[config.mk]
export PLATFORM = sky130hd
export DESIGN_NAME = ppe_conv_sequencer
export DESIGN_NICKNAME = d
export VERILOG_FILES = /design/src/rtl/ppe_pkg.sv /design/src/rtl/ppe_mac_acc.sv /design/src/rtl/ppe_conv_sequencer.sv
export SDC_FILE = /design/constraint.sdc
export NUM_CORES = 1
export LEC_CHECK = 0
export BUFFER_PORTS_ARGS = -buffer_cell sky130_fd_sc_hd__buf_4
export CAP_MARGIN = 20
export CORE_MARGIN = 3
export CORE_UTILIZATION = 34
export DETAILED_ROUTE_END_ITERATION = 12
export PLACE_DENSITY_LB_ADDON = 0.2
export SETUP_SLACK_MARGIN = 0.5
export SLEW_MARGIN = 30
export SYNTH_ARGS = -nofsm -noshare
export SYNTH_HDL_FRONTEND = slang
export SYNTH_HIERARCHICAL = 1
export SYNTH_SLANG_ARGS = --single-unit
[constraint.sdc]
create_clock -name clk -period 3.5 [get_ports clk]
set_input_delay 0.35 -clock clk [delete_from_list [all_inputs] [get_ports clk]]
set_output_delay 0.35 -clock clk [all_outputs]
set_load 0.05 [all_outputs]
[src/rtl/ppe_pkg.sv]
// Shared types and constants for the partial-PE convolution sequencer.
package ppe_pkg;

   typedef enum logic [2:0] {
      IDLE,
      MAC,
      EMIT,
      ROWEND,
      REQ
   } state_e;

   localparam int OP_WEIGHT        = 0;
   localparam int OP_INPUT         = 1;
   localparam int OP_TIMESTEP_DONE = 15;
   localparam int IMEM_ID          = 10;
   localparam int WEIGHT_W         = 8;
   localparam int SUM_W            = 14;

   function automatic int output_dim(input int ifmap, input int filter);
      return ifmap - filter + 1;
   endfunction

endpackage

[src/rtl/ppe_mac_acc.sv]
// Per-window multiply-accumulate: walks the weight RF one tap per cycle and
// adds the weight wherever the matching input spike is set.
module ppe_mac_acc #(
   parameter int TAPS  = 5,
   parameter int WGT_W = ppe_pkg::WEIGHT_W,
   parameter int ACC_W = ppe_pkg::SUM_W
) (
   input  logic                    clk_i,
   input  logic                    rst_ni,
   input  logic                    start_i,
   input  logic [TAPS-1:0]         taps_i,
   input  logic [WGT_W-1:0]        w_rdata_i,
   output logic [$clog2(TAPS)-1:0] w_raddr_o,
   output logic                    done_o,
   output logic [ACC_W-1:0]        acc_o
);
   import ppe_pkg::*;

   localparam int TW = $clog2(TAPS + 1);
   localparam int AW = $clog2(TAPS);
   localparam logic [TW-1:0] T_LAST = TW'(TAPS);

   logic [TW-1:0]    t_q, t_d, tap_idx;
   logic [ACC_W-1:0] acc_q, acc_d, w_ext;

   assign w_ext     = {{(ACC_W - WGT_W){w_rdata_i[WGT_W-1]}}, w_rdata_i};
   assign tap_idx   = t_q - 1'b1;
   assign w_raddr_o = (t_q < T_LAST) ? t_q[AW-1:0] : AW'(TAPS - 1);
   assign acc_o     = acc_q;

   // start_i is held for the whole MAC phase; rdata lags raddr by one cycle.
   always_comb begin
      t_d    = '0;
      acc_d  = acc_q;
      done_o = 1'b0;
      if (start_i) begin
         if (t_q == '0) begin
            acc_d = '0;
         end else if (taps_i[tap_idx]) begin
            acc_d = acc_q + w_ext;
         end
         if (t_q == T_LAST) begin
            done_o = 1'b1;
         end else begin
            t_d = t_q + 1'b1;
         end
      end
   end

   always_ff @(posedge clk_i) begin
      if (!rst_ni) begin
         t_q   <= '0;
         acc_q <= '0;
      end else begin
         t_q   <= t_d;
         acc_q <= acc_d;
      end
   end

endmodule

[src/rtl/ppe_conv_sequencer.sv]
// Sequences one partial-PE 1-D convolution: row intake, per-window MAC,
// round-robin partial-sum emission and IMEM row requests.
module ppe_conv_sequencer #(
   parameter int FILTER_SIZE = 5,
   parameter int IFMAP_SIZE  = 25,
   parameter int WEIGHT_W    = ppe_pkg::WEIGHT_W,
   parameter int SUM_W       = ppe_pkg::SUM_W,
   parameter int PE_ID       = 0,
   parameter int IMEM_ID     = ppe_pkg::IMEM_ID
) (
   input  logic                           clk,
   input  logic                           rst_n,
   input  logic                           row_valid,
   output logic                           row_ready,
   input  logic [IFMAP_SIZE-1:0]          row_data,
   input  logic                           weights_loaded,
   output logic [$clog2(FILTER_SIZE)-1:0] w_raddr,
   input  logic [WEIGHT_W-1:0]            w_rdata,
   output logic                           ps_valid,
   input  logic                           ps_ready,
   output logic [SUM_W-1:0]               ps_data,
   output logic [3:0]                     ps_dest,
   output logic                           req_valid,
   input  logic                           req_ready,
   output logic [3:0]                     req_dest,
   output logic [3:0]                     req_pe_id,
   input  logic                           ts_done,
   output logic [1:0]                     ts,
   output logic                           busy
);
   import ppe_pkg::*;

   localparam int OUT_DIM = output_dim(IFMAP_SIZE, FILTER_SIZE);
   localparam int WINW    = $clog2(OUT_DIM + 1);
   localparam int RW      = $clog2(FILTER_SIZE + 1);
   localparam logic [WINW-1:0] WIN_END   = WINW'(OUT_DIM);
   localparam logic [RW-1:0]   ROWS_MAX  = RW'(FILTER_SIZE);
   localparam logic [3:0]      DEST_LAST = 4'(FILTER_SIZE - 1);

   state_e                 state_q, state_d;
   logic [IFMAP_SIZE-1:0]  row_q, row_d;
   logic [WINW-1:0]        win_q, win_d, win_nxt;
   logic [RW-1:0]          rows_q, rows_d;
   logic [3:0]             dest_q, dest_d;
   logic [1:0]             ts_q, ts_d;
   logic                   pend_q, pend_d;
   logic                   to_idle, mac_done;
   logic [FILTER_SIZE-1:0] taps;
   logic [SUM_W-1:0]       acc;

   assign taps      = FILTER_SIZE'(row_q >> win_q);
   assign win_nxt   = win_q + 1'b1;
   assign ps_data   = acc;
   assign ps_dest   = dest_q;
   assign ts        = ts_q;
   assign busy      = (state_q != IDLE);
   assign req_dest  = 4'(IMEM_ID);
   assign req_pe_id = 4'(PE_ID);

   ppe_mac_acc #(
      .TAPS  (FILTER_SIZE),
      .WGT_W (WEIGHT_W),
      .ACC_W (SUM_W)
   ) u_mac (
      .clk_i     (clk),
      .rst_ni    (rst_n),
      .start_i   (state_q == MAC),
      .taps_i    (taps),
      .w_rdata_i (w_rdata),
      .w_raddr_o (w_raddr),
      .done_o    (mac_done),
      .acc_o     (acc)
   );

   // Valid/ready: a transfer happens on a cycle where both are high; a raised
   // valid and its payload hold until that cycle.
   always_comb begin
      state_d   = state_q;
      row_d     = row_q;
      win_d     = win_q;
      rows_d    = rows_q;
      dest_d    = dest_q;
      ts_d      = ts_q;
      pend_d    = pend_q;
      row_ready = 1'b0;
      ps_valid  = 1'b0;
      req_valid = 1'b0;
      to_idle   = 1'b0;
      if (state_q != IDLE && ts_done) pend_d = 1'b1;
      case (state_q)
         IDLE: begin
            row_ready = weights_loaded && (rows_q < ROWS_MAX);
            if (row_valid && row_ready) begin
               row_d   = row_data;
               rows_d  = rows_q + 1'b1;
               win_d   = '0;
               state_d = MAC;
               pend_d  = pend_q | ts_done;
            end else if (ts_done) begin
               ts_d   = (ts_q == 2'd1) ? 2'd2 : 2'd1;
               rows_d = '0;
               dest_d = '0;
            end
         end
         MAC: if (mac_done) state_d = EMIT;
         EMIT: begin
            ps_valid = 1'b1;
            if (ps_ready) begin
               dest_d  = (dest_q == DEST_LAST) ? 4'd0 : dest_q + 1'b1;
               win_d   = win_nxt;
               state_d = (win_nxt < WIN_END) ? MAC : ROWEND;
            end
         end
         ROWEND: begin
            if (rows_q < ROWS_MAX) begin
               state_d = REQ;
            end else begin
               state_d = IDLE;
               to_idle = 1'b1;
            end
         end
         REQ: begin
            req_valid = 1'b1;
            if (req_ready) begin
               state_d = IDLE;
               to_idle = 1'b1;
            end
         end
         default: state_d = IDLE;
      endcase
      // A deferred timestep end takes effect as the row finishes.
      if (to_idle && pend_d) begin
         ts_d   = (ts_q == 2'd1) ? 2'd2 : 2'd1;
         rows_d = '0;
         dest_d = '0;
         pend_d = 1'b0;
      end
   end

   always_ff @(posedge clk) begin
      if (!rst_n) begin
         state_q <= IDLE;
         row_q   <= '0;
         win_q   <= '0;
         rows_q  <= '0;
         dest_q  <= '0;
         ts_q    <= 2'd1;
         pend_q  <= 1'b0;
      end else begin
         state_q <= state_d;
         row_q   <= row_d;
         win_q   <= win_d;
         rows_q  <= rows_d;
         dest_q  <= dest_d;
         ts_q    <= ts_d;
         pend_q  <= pend_d;
      end
   end

endmodule

# Word level (Yosys, flattened, before mapping)

Cells that the tools add are included.

Flip-flop bits (word level): 60
Bits of input ports: 40
Output and inout bits: 35
Word-level logic and storage cells: 96

Add/sub/neg operators: 6
$lt $le $gt $ge: 4
Equality and inequality tests: 14
Shifts and indexed selects: 1
Muxes and demuxes: 38
Bitwise gates (word level): 3
Reduce and logical (&&, ||, !) cells: 21

Operator list:

| operator            | number |
|---|---|
| $mux 14             | 2 |
| $shr 25x5->5        | 1 |
| $mux 3              | 8 |
| $mux 4              | 4 |
| $pmux 3 s5          | 1 |
| $add 14x14->14      | 1 |
| $mux 2              | 6 |
| $ne 2x2->1 const B  | 6 |
| $mux 1              | 11 |
| $mux 5              | 2 |
| $pmux 5 s2          | 1 |
| $reduce_bool 2->1   | 5 |
| $pmux 4 s2          | 1 |
| $reduce_and 4->1    | 2 |
| $add 3x1->3 const B | 2 |
| $eq 3x2->1 const B  | 2 |
| $eq 3x3->1 const B  | 2 |
| $logic_not 3->1     | 2 |
| $lt 3x3->1 const B  | 2 |
| $reduce_and 2->1    | 3 |
| $reduce_and 3->1    | 2 |
| $add 5x1->5 const B | 1 |
| $lt 5x5->1 const B  | 1 |
| $add 4x1->4 const B | 1 |
| 14 further kinds    | 18 |

# Longest topological paths before layout

Word-level depth: 8
Mapped depth: 15
Gate-level depth less buffers: 11

# By module

The synthesis kept the hierarchy.

By module, submodules not included:

| module             | times used | cells each | area each (µm²) | seq. area each (µm²) |
|---|---|---|---|---|
| ppe_conv_sequencer | 1          | 345        | 2920.3          | 860.8 |
| ppe_mac_acc        | 1          | 147        | 1347.5          | 340.3 |

# Least setup slack after synthesis

OpenSTA, ideal clock, no wires.

Path type: register to register
From: register win_q[1]
To: register u_mac.acc_q[11] (netlist: u_mac/acc_o[11])
Data arrival time: 3042 ps
Data required time: 3383 ps
Slack: 340 ps
Stages on the path, launching flop included: 11
Buffers on the path: 2
Clock period less this slack: 3160 ps
Cells stage by stage: dfxtp_1 -> buf_6 -> mux4_1 -> mux4_2 -> mux2_2 -> mux4_2 -> mux2_4 -> a22oi_2 -> nor2_2 -> buf_6 -> a22o_2

Word-level cells in the longest chain between the ends: 5

Ends and longest elaborated chain:

| what                         | RTL line                  | RTL |
|---|---|---|
| start, declared              | ppe_conv_sequencer.sv:42  | `logic [WINW-1:0] win_q, win_d, win_nxt;` |
| start signal, assigned       | ppe_conv_sequencer.sv:152 | `win_q <= win_d;` |
| $shr 25x5->5                 | ppe_conv_sequencer.sv:51  | `assign taps = FILTER_SIZE'(row_q >> win_q);` |
| net taps[0]                  | ppe_conv_sequencer.sv:48  | `logic [FILTER_SIZE-1:0] taps;` |
| $bmux 1 s3                   | ppe_mac_acc.sv:39         | `end else if (taps_i[tap_idx]) begin` |
| $mux 1 (implied by the code) | ppe_mac_acc.sv:39         |  |
| $reduce_bool 2->1 (no line)  | --                        |  |
| $reduce_and 2->1 (no line)   | --                        |  |
| end signal, assigned         | ppe_mac_acc.sv:53         | `acc_q <= '0;` |
| end signal, assigned         | ppe_mac_acc.sv:56         | `acc_q <= acc_d;` |
| end, declared                | ppe_mac_acc.sv:24         | `logic [ACC_W-1:0] acc_q, acc_d, w_ext;` |

The timed path passes the listed nets, and every way through them passes these cells. The select of a mux whose other input is x is not followed.
A chain may end at the register's enable or synchronous reset.

# Worst setup path after layout

From: register win_q[1]
To: register u_mac.acc_q[13] (netlist: u_mac/acc_o[13])

The elaborated chain is that of the path after synthesis.

==> results by group <==
Outcome
  – Status: finished, final reports clean

Global routing
  – Met1 usage: 19.6%
  – Initial antenna violation count: 0
  – Largest net degree at the start of global routing: 28
  – M3 GR Usage: 3.75%
  – Grt met2 use: 24.5%
  – First-pass GRT wire length: 17.6 mm
  – Vias in the first global route: 3655
  – Tot GR Track Use: 14.9%
  – GR Overflow Total: 0
  – Busiest layer in global routing: met2

CTS
  – Clk sink count: 60
  – Hold buffers post-CTS: 0
  – CTS tree: yes
  – H-tree levels: 3
  – Root buf cell: clkbuf_16
  – Clock Pin Slew Worst Setup and Hold Paths: 0.05 ns
  – CTS Buf Count: 9
  – Max clock buf depth: 2
  – Clock latency at the later pin of the worst-skew pair: 0.33 ns

Synthesis
  – Average cell area after synthesis: 8.67 µm²
  – Post-Syn Instances: 492
  – Post-Synth XOR/XNOR Area: 1.64%
  – Simple-Gate Fraction of Synth Area: 18.8%
  – Seq/Total Area, Yosys: 28.1%
  – Post-synthesis compound-gate area fraction: 20.1%
  – Seq cells post-synth: 60
  – Combinational family with the most area after synthesis: compound AO/OA/AOI/OAI gates
  – Adder-cell share of the synthesized area: 6.63%
  – Library cells used by synthesis: 66
  – Mux cell area share after synthesis: 17.5%
  – Ys flop type: dfxtp_1
  – EDFF count, synth: 0
  – Asr flop ratio synth: 0%
  – Yosys Warn Count: 6
  – Synth Cell Area: 4270 µm²

Pwr
  – Peak supply drop: 0.241 mV
  – Leak: 2.11 nW
  – PwrDens: 347 nW/µm²

Worst setup path
  – Critical path cell sequence: mux4_2 > mux4_2 > mux2_4 > mux4_2 > mux2_4 > a22oi_2 > nor2_4 > a41o_1 > a22o_1
  – Req. time, crit path: 3.72 ns
  – Slowest-stage cell, CP: mux4_2
  – Setup crit end: u_mac/acc_o[13]$_SDFFE_PN0P_
  – Setup slack, reg-to-reg: 0.25 ns
  – Startpoint types: register
  – WS Path Type: register to register
  – Worst EP arrival: 3.47 ns
  – R2R cell count: 9
  – Critical Path Sink Type: register
  – Crit Path Max Fanout: 7
  – Slowest stage delay, CP: 0.53 ns
  – RR Endpoint: u_mac/acc_o[13]$_SDFFE_PN0P_
  – Worst Setup SP: win_q[1]$_SDFFE_PN0P_
  – Reg-to-reg startpoint: win_q[1]$_SDFFE_PN0P_
  – CP most frequent cell: mux4_2

Detailed routing
  – ANT nets after route: 0
  – DRT Pass-1 Iters: 4
  – Vias: 3735
  – DR iter-0 viols: 228
  – Routed WL per cell: 14.1 µm
  – Post-Route WL: 10.2 mm
  – DR vias/cell: 5.18
  – DRC: 0

Floorplan
  – Rows: 40
  – Die X: 118 µm
  – Die height: 118 µm
  – I/O Pins: 75
  – Core Area: 12200 µm²
  – Die area: 13900 µm²
  – Starting density of the core: 35.1%

Job
  – Max capacitance violation total: 0

STA
  – RSZ-0062 raised after global routing: yes
  – Fin crit period: 3.25 ns
  – Final worst path period share: 92.9%
  – Max Clock Freq: 308 MHz
  – Setup-failing EPs final: 0
  – Final worst slack: 0.249 ns
  – Slew HR: 61.3%
  – Slew Limit Fails: 0
  – Final hold vios: 0
  – Worst slew pin tran: 0.577 ns
  – Setup TNS: 0 ns
  – Clock Skew: 0.00885 ns

Placed design
  – Gp weighted congestion: 0.849
  – Dpl ws: 0.124 ns
  – Port Buffers: 66
  – DPL Wire Length: 7.75 mm

Hold path
  – Hold Path Class: primary input to register

Finish
  – Finished Core Util: 43.1%
  – Ratio of cells with drive above 1 in the final layout: 26.0%
  – Area Overhead vs Synth: 22.9%
  – Filler instances: 1217
  – ANT cells: 0
  – NumNets Final: 611
[worst max-delay path: cells and delay by family (launching register included)]
family,cells,cell delay [ns]
AO/OA/AOI/OAI,3,0.59
flip-flops,1,0.40
multiplexers,5,2.06
AND/OR/NAND/NOR,1,0.09
[logic make-up after synthesis]
group,Yosys count
buffers and inverters,53
other,2
AO/OA/AOI/OAI,132
multiplexers,47
XOR/XNOR,8
AND/OR/NAND/NOR,168
flip-flops,60
adder cells (fa/ha/maj),22
[area by class of cell]
type,instances,area (µm²),share of cell area [%]
clock buffer,13,250,4.77
clock inverter,2,35.0,0.668
tap,168,210,4.01
timing repair buffer,79,629,12.0
multi-input combinational,385,2860,54.6
sequential,60,1210,23.0
inverter,14,52.6,1.00
[per-stage QoR]
stage / cell area (µm²) / cells / power [mW] / hold slack, ns
3_3_place_gp: 4820 / 703 / 0.969 / 0.464
3_5_place_dp: 4820 / 703 / 0.973 / 0.458
5_1_grt: 5250 / 721 / 1.90 / 0.267
4_1_cts: 5240 / 721 / 1.85 / 0.256
2_1_floorplan: 4290 / 498 / 0.903 / 0.433
6_report: 5250 / 721 / 1.82 / 0.270
[worst min path at each step]
stage | start | end | slack, ns | cells past startpoint
floorplan | row_q[0]$_SDFFE_PN0N_ | row_q[0]$_SDFFE_PN0N_ | 0.43 | 2
CTS | row_data[6] | row_q[6]$_SDFFE_PN0N_ | 0.26 | 3
finish | row_data[9] | row_q[9]$_SDFFE_PN0N_ | 0.27 | 3
global route | row_data[9] | row_q[9]$_SDFFE_PN0N_ | 0.27 | 3
global placement | row_q[0]$_SDFFE_PN0N_ | row_q[0]$_SDFFE_PN0N_ | 0.46 | 2
detailed placement | row_q[0]$_SDFFE_PN0N_ | row_q[0]$_SDFFE_PN0N_ | 0.46 | 2
[cells in the final DEF (no fill, tap or decap), types with 4 or more instances in the layout]
master,synthesis,routed
ha_1,21,21
xnor2_1,5,5
o211ai_1,4,4
mux2i_1,15,15
a22o_1,5,5
nor2_1,25,25
clkbuf_16,0,9
buf_4,8,74
a22o_4,0,8
o21ai_1,4,4
o21ai_0,19,19
nand2_1,78,78
conb_1,2,8
nor3_1,10,10
mux2_2,11,9
a21oi_1,53,53
inv_1,13,13
nand2b_1,9,9
nand3_1,11,10
or2_2,4,4
a211oi_1,5,5
dfxtp_1,60,58
nor2b_1,5,5
and2_1,5,5
a31oi_1,5,5
mux4_2,18,20
[flip-flops by register name, indices dropped and copies added (netlist names)]
name         count
ts               2
win_q            5
state_q          3
ps_dest          4
u_mac/t_q        3
pend_q           1
rows_q           3
u_mac/acc_o     14
row_q           25
[power breakdown]
group	total [mW]	switching (mW)	leakage (nW)	internal [mW]
combinational	0.233	0.132	1.48	0.101
clock	0.859	0.294	0.140	0.565
sequential	0.728	0.0252	0.488	0.703
total	1.82	0.452	2.11	1.37
[what timing repair did]
| item | in CTS | in global routing |
|---|---|---|
| pin swaps | 14 | 1 |
| resized for setup | 13 | 2 |
| setup endpoints to repair | 14 | 14 |
| buffers inserted | 3 | 0 |
[Yosys cell counts, types with 5 or more instances]
| master | count | area share, % |
|---|---|---|
| a211oi_1 | 5 | 0.88 |
| a21oi_1 | 53 | 6.2 |
| a22o_1 | 5 | 1.0 |
| a22o_2 | 8 | 1.9 |
| a31oi_1 | 5 | 0.73 |
| and2_1 | 5 | 0.73 |
| buf_2 | 12 | 1.4 |
| buf_4 | 8 | 1.4 |
| buf_6 | 5 | 1.3 |
| clkbuf_1 | 13 | 1.1 |
| dfxtp_1 | 60 | 28 |
| ha_1 | 21 | 6.2 |
| inv_1 | 13 | 1.1 |
| mux2_2 | 11 | 2.9 |
| mux2i_1 | 15 | 3.5 |
| mux4_2 | 18 | 9.5 |
| nand2_1 | 78 | 6.9 |
| nand2b_1 | 9 | 1.3 |
| nand3_1 | 11 | 1.3 |
| nor2_1 | 25 | 2.2 |
| nor2b_1 | 5 | 0.73 |
| nor3_1 | 10 | 1.2 |
| o21ai_0 | 19 | 2.2 |
| xnor2_1 | 5 | 1.0 |
[per-layer routing]
metal,wire [µm],vias up
li1,-,1889
met1,4770,1762
met2,4830,69
met3,427,15
met4,126,0
met5,0,-
No activity file was read; power rests on OpenSTA's default activity.
